--- src/rtl/lu_band_collector.sv ---
// Output collector for the LU band systolic array: owns the frame slot counter, de-skews the
// seven result lanes into a 44-entry band LU store and exposes it through a registered read port.
module lu_band_collector #(
   parameter int unsigned W       = 8,
   parameter int unsigned LATENCY = 10
) (
   input  logic         clk,
   input  logic         rst,
   input  logic         start,
   input  logic [W-1:0] oL1,
   input  logic [W-1:0] oL2,
   input  logic [W-1:0] oL3,
   input  logic [W-1:0] oL4,
   input  logic [W-1:0] oL5,
   input  logic [W-1:0] oL6,
   input  logic [W-1:0] oL7,
   output logic [4:0]   feed_count,
   output logic         busy,
   output logic         done,
   input  logic [2:0]   rd_row,
   input  logic [2:0]   rd_col,
   output logic [W-1:0] rd_data
);

   localparam logic [5:0] CntLast = 6'(LATENCY + 21);
   localparam logic [5:0] Lat6    = 6'(LATENCY);

   typedef enum logic [1:0] {StIdle, StRun, StDone} state_e;

   state_e       state_q;
   logic [5:0]   cnt_q;
   logic [5:0]   cnt_inc;
   logic [5:0]   slot;
   logic         cap_valid;
   logic         busy_q;
   logic         done_q;
   logic [4:0]   feed_q;
   logic [W-1:0] rd_q;
   logic [W-1:0] lanes [1:7];
   logic [W-1:0] band  [8][8];

   assign lanes[1] = oL1;
   assign lanes[2] = oL2;
   assign lanes[3] = oL3;
   assign lanes[4] = oL4;
   assign lanes[5] = oL5;
   assign lanes[6] = oL6;
   assign lanes[7] = oL7;

   assign cnt_inc   = cnt_q + 6'd1;
   assign slot      = cnt_q - Lat6;
   assign cap_valid = (state_q == StRun) && (cnt_q >= Lat6) && (slot <= 6'd21);

   // Outputs are registered from the next-state values so they line up with state_q.
   always_ff @(posedge clk) begin
      if (rst) begin
         state_q <= StIdle;
         cnt_q   <= '0;
         busy_q  <= 1'b0;
         done_q  <= 1'b0;
         feed_q  <= 5'd31;
      end else begin
         done_q <= 1'b0;
         case (state_q)
            StRun: begin
               cnt_q <= cnt_inc;
               if (cnt_q == CntLast) begin
                  state_q <= StDone;
                  busy_q  <= 1'b0;
                  done_q  <= 1'b1;
                  feed_q  <= 5'd31;
               end else begin
                  feed_q <= (cnt_inc <= 6'd21) ? cnt_inc[4:0] : 5'd31;
               end
            end
            StIdle, StDone: begin
               if (start) begin
                  state_q <= StRun;
                  cnt_q   <= '0;
                  busy_q  <= 1'b1;
                  feed_q  <= 5'd0;
               end else begin
                  state_q <= StIdle;
                  busy_q  <= 1'b0;
                  feed_q  <= 5'd31;
               end
            end
            default: begin
               state_q <= StIdle;
               busy_q  <= 1'b0;
               feed_q  <= 5'd31;
            end
         endcase
      end
   end

   // Element (r,c) leaves the array at slot 3*min(r,c) + 2*|r-c| on lane 4 + (c - r).
   for (genvar r = 0; r < 8; r++) begin : g_row
      for (genvar c = 0; c < 8; c++) begin : g_col
         if (((r > c) ? (r - c) : (c - r)) <= 3) begin : g_band
            localparam int Dist = (r > c) ? (r - c) : (c - r);
            localparam int Base = (r < c) ? r : c;
            localparam logic [5:0] Slot = 6'(3 * Base + 2 * Dist);
            localparam int LaneIdx = 4 + c - r;
            logic [W-1:0] el_q;
            always_ff @(posedge clk) begin
               if (rst) begin
                  el_q <= '0;
               end else if (cap_valid && (slot == Slot)) begin
                  el_q <= lanes[LaneIdx];
               end
            end
            assign band[r][c] = el_q;
         end else begin : g_off
            assign band[r][c] = '0;
         end
      end
   end

   always_ff @(posedge clk) begin
      if (rst) begin
         rd_q <= '0;
      end else begin
         rd_q <= band[rd_row][rd_col];
      end
   end

   assign feed_count = feed_q;
   assign busy       = busy_q;
   assign done       = done_q;
   assign rd_data    = rd_q;

endmodule
--- config.mk ---
export PLATFORM = sky130hd
export DESIGN_NAME = lu_band_collector
export DESIGN_NICKNAME = d
export VERILOG_FILES = /design/src/rtl/lu_band_collector.sv
export SDC_FILE = /design/constraint.sdc
export NUM_CORES = 1
export LEC_CHECK = 0
export BUFFER_PORTS_ARGS = -buffer_cell sky130_fd_sc_hd__buf_2
export CORE_ASPECT_RATIO = 1.4
export CORE_MARGIN = 4
export CORE_UTILIZATION = 30
export CTS_CLUSTER_SIZE = 20
export DETAILED_ROUTE_END_ITERATION = 7
export PLACE_DENSITY_LB_ADDON = 0.2
export SLEW_MARGIN = 10
export SYNTH_ARGS = -nofsm -noshare
export SYNTH_HDL_FRONTEND = slang
export SYNTH_SLANG_ARGS = --single-unit
export TNS_END_PERCENT = 5
--- constraint.sdc ---
create_clock -name clk -period 3.6 [get_ports clk]
set_clock_uncertainty 0.2 [all_clocks]
set_input_delay 0 -clock clk [delete_from_list [all_inputs] [get_ports clk]]
set_output_delay 0 -clock clk [all_outputs]
set_load 0.02 [all_outputs]
==> key figures <==
Floorplan
  • Die height: 299 um
  • Die Area: 64300 um^2
  • Die Span X: 216 um
  • Initial Util: 0.303
  • I/O Pins: 80
  • Row count: 106
  • Core area: 59700 um^2

Placement
  • IO buf count: between 70 and 80
  • DPL Wire Length: about 48 mm
  • Placed Instance Area: 19300 um^2
  • Final Wtd Congestion: roughly 0.87
  • Dpl cells: 2480

Worst setup path
  • Crit path max-delay cell type: and3_1
  • CP endpoint kind: register
  • Crit Path Class: reg2reg
  • CP Max Fanout: 30
  • CP arrival: 3.46 ns
  • Crit path launch type: register
  • Worst r2r src: cnt_q[1]
  • R2R depth: 8
  • CP cell instances: inv_1 > ha_1 > and2b_1 > o32ai_1 > a2111oi_4 > buf_12 > and3_1 > mux2i_1
  • WP data required: between 3 and 4 ns
  • Critical path origin: cnt_q[1]
  • CP max stage delay: between 0.5 and 0.6 ns

Hold path
  • Hold depth: 3
  • Hold_sp: oL3[5]
  • Hold Crit Class: in2reg

Detailed routing
  • Initial DRC Count: around 880
  • Vias post-DR: around 14k
  • WL/cell: 26.5 um
  • Routed Antenna Nets: 0
  • Vias/cell: between 5 and 6
  • Drt pass-1 iters: 5
  • DR DRC count: 0
  • Total Wirelength: 69.1 mm

Clocking
  • Setup bufs post-CTS: 0
  • H-tree Lvls: 2
  • Clock Latency Late Sink: roughly 0.56 ns
  • Num CTS Buffers: 40
  • CTS tree: done
  • CTS Root Cell: clkbuf_16
  • CTS clock-pin slew for the worst setup and hold paths: 0.07 ns
  • CTS max path bufs: 3
  • Clock Sinks: 374

Yosys
  • Synthesized area: about 18000 um^2
  • Sequential area share after synthesis: 0.414
  • Mapped Nets: around 1.8k
  • Post-synth top area share: 0.414
  • Count leader, synth: mux2i_1
  • Post-synth ARST share: 0
  • EDFF count, synth: 0
  • Ranking of synthesized cells by area: dfxtp_1 41%, mux2i_1 24%, nand2b_1 14%, mux4_2 3.4%, clkbuf_1 1.4%
  • FF+latch count, synth: 374
  • Synth top cells by count: 427 x mux2i_1, 415 x nand2b_1, 374 x dfxtp_1, 69 x clkbuf_1, 39 x buf_2
  • YS warnings: 0
  • Yosys top cell by area: dfxtp_1
  • Syn Inst Count: about 1.7k
  • Avg Inst Size Synth: 10.4 um^2
  • Synth cell types: 69
  • Top FF cell, synth: dfxtp_1

Layout
  • Share of layout cells above drive strength 1: 0.139
  • # nets final: 1889
  • Final instance area: between 20000 and 25000 um^2
  • # diodes: 0
  • Post-route non-filler standard cell count: 2602
  • Area Overhead vs Synth: 16.2%
  • Fill cells: 6016

Flow run
  • Max-cap violations: 0

Timing
  • Fmax: 313 MHz
  • Final worst-path cycle share: 0.888
  • Worst slew pin tran: 1.16 ns
  • Setup TNS: 0 ns
  • Slew Limit Fails: 0
  • Final hold vios: 0
  • Crit path time final: 3.20 ns
  • Rel. slew slack: 0.222
  • Unrepaired setup endpoints after global routing: false
  • Final setup violation count: 0

Pwr
  • Pwr Density: 425 nW/um^2
  • Switch share: 0.252
  • Power Internal: ~6700 uW
  • Sw power: 2250 uW
  • Leak: 0.00934 uW
  • Reg power frac: 0.466
  • Max VDD drop: 0.268 mV
  • Clock power frac: 0.457
  • Combinational power share: 0.077

GRT
  • Initial antenna violation count: 0
  • Gr usage total: 0.210
  • Largest net degree at the start of global routing: 141
  • GRT overflow: 0
  • First-pass GRT wire length: 99.8 mm
  • Number of global-route vias before repair: ~14k

Status
  • Status: complete, no violations
==> logic make-up after synthesis <==
family,after synthesis,synth area share
adders and majority gates,8,0.00553
buffers and inverters,156,0.0401
DFF,374,0.414
and+or+nand+nor,557,0.192
muxes,466,0.277
AOI/OAI and AO/OA,167,0.0685
xor gates and xnor gates,5,0.00242
==> worst paths after layout <==
path	slack, ns	end
max	0.40	g_row[3].g_col[2].g_band.el_q[0]
min	0.05	g_row[4].g_col[3].g_band.el_q[5]
max reg2reg	0.40	g_row[3].g_col[2].g_band.el_q[0]
min reg2reg	0.27	g_row[3].g_col[6].g_band.el_q[2]
==> registers in the layout (all words and copies together), names as in the netlist <==
signal,cells
cnt_q,6
rd_data,8
g_row.g_col.g_band.el_q,352
done,1
feed_count,5
state_q,2
==> layout make-up <==
| class | count | area [um^2] | share of cell area |
|---|---|---|---|
| inverters | 15 | 56.3 | 0.00268 |
| clock inverters | 9 | 55.1 | 0.00262 |
| flip-flops and latches | 374 | 7490 | 0.356 |
| repair buffers | 182 | 1380 | 0.0654 |
| clock buffers | 63 | 1200 | 0.0570 |
| well taps | 756 | 946 | 0.0450 |
| multi-input cells | 1203 | 9900 | 0.471 |
==> metal layers <==
layer  track usage  up-vias  part of all wire
met5             0        -                 0
met4        0.0862        0             0.046
met3        0.0243      129             0.039
met2         0.380      384              0.51
met1         0.251     6823              0.40
li1              -     6231                 -
==> power groups by stage <==
stage	registers (uW)	clock network (uW)	logic [uW]
floorplan	4260	0	341
global placement	4250	0	646
detailed placement	4250	0	642
CTS	4160	4150	683
global route	4160	4310	715
finish	4160	4090	687
==> timing repair <==
item | 4_1_cts | 5_1_grt
hold endpoints to repair | 279 | 4
hold buffers | 48 | 2
gates resized for setup | 0 | 0
==> cells in the final DEF, fill, tap and decap left out, types with 8 or more instances in the layout <==
master	synthesis	routed
clkbuf_1	69	13
a32o_1	8	8
nor2b_1	9	9
clkbuf_8	0	9
a21oi_1	28	28
clkbuf_16	0	41
nor2_1	28	28
o22ai_1	11	11
dfxtp_1	374	374
mux2_2	12	12
nand3_1	23	22
nand3_4	8	8
and3_1	10	10
o21ai_0	20	20
inv_1	15	15
mux2i_1	427	427
buf_2	39	76
nand2_1	23	23
a22oi_1	8	8
ha_1	8	8
dlygate4sd3_1	0	50
buf_4	7	49
a221oi_1	8	8
o221ai_1	11	11
nand2b_1	415	415
mux4_2	27	27
==> through the flow <==
stage,setup slack (ns),hold WS (ns),utilization,power (uW)
floorplan,0.790,0.0124,-,4600
global placement,0.527,0.220,0.323,4900
detailed placement,0.400,0.223,0.323,4890
CTS,0.389,0.00126,0.352,8990
global route,0.176,0.0223,0.352,9180
finish,0.405,0.0517,0.352,8930
==> worst max-delay path, delay by kind of cell, from the launching register on <==
family | cells | cell delay [ns]
flops | 1 | 0.55
buf+inv | 2 | 0.45
simple gates | 2 | 0.83
fa+ha+maj | 1 | 0.30
compound gates | 2 | 0.51
mux | 1 | 0.25
(Power assumes the default switching activity.)
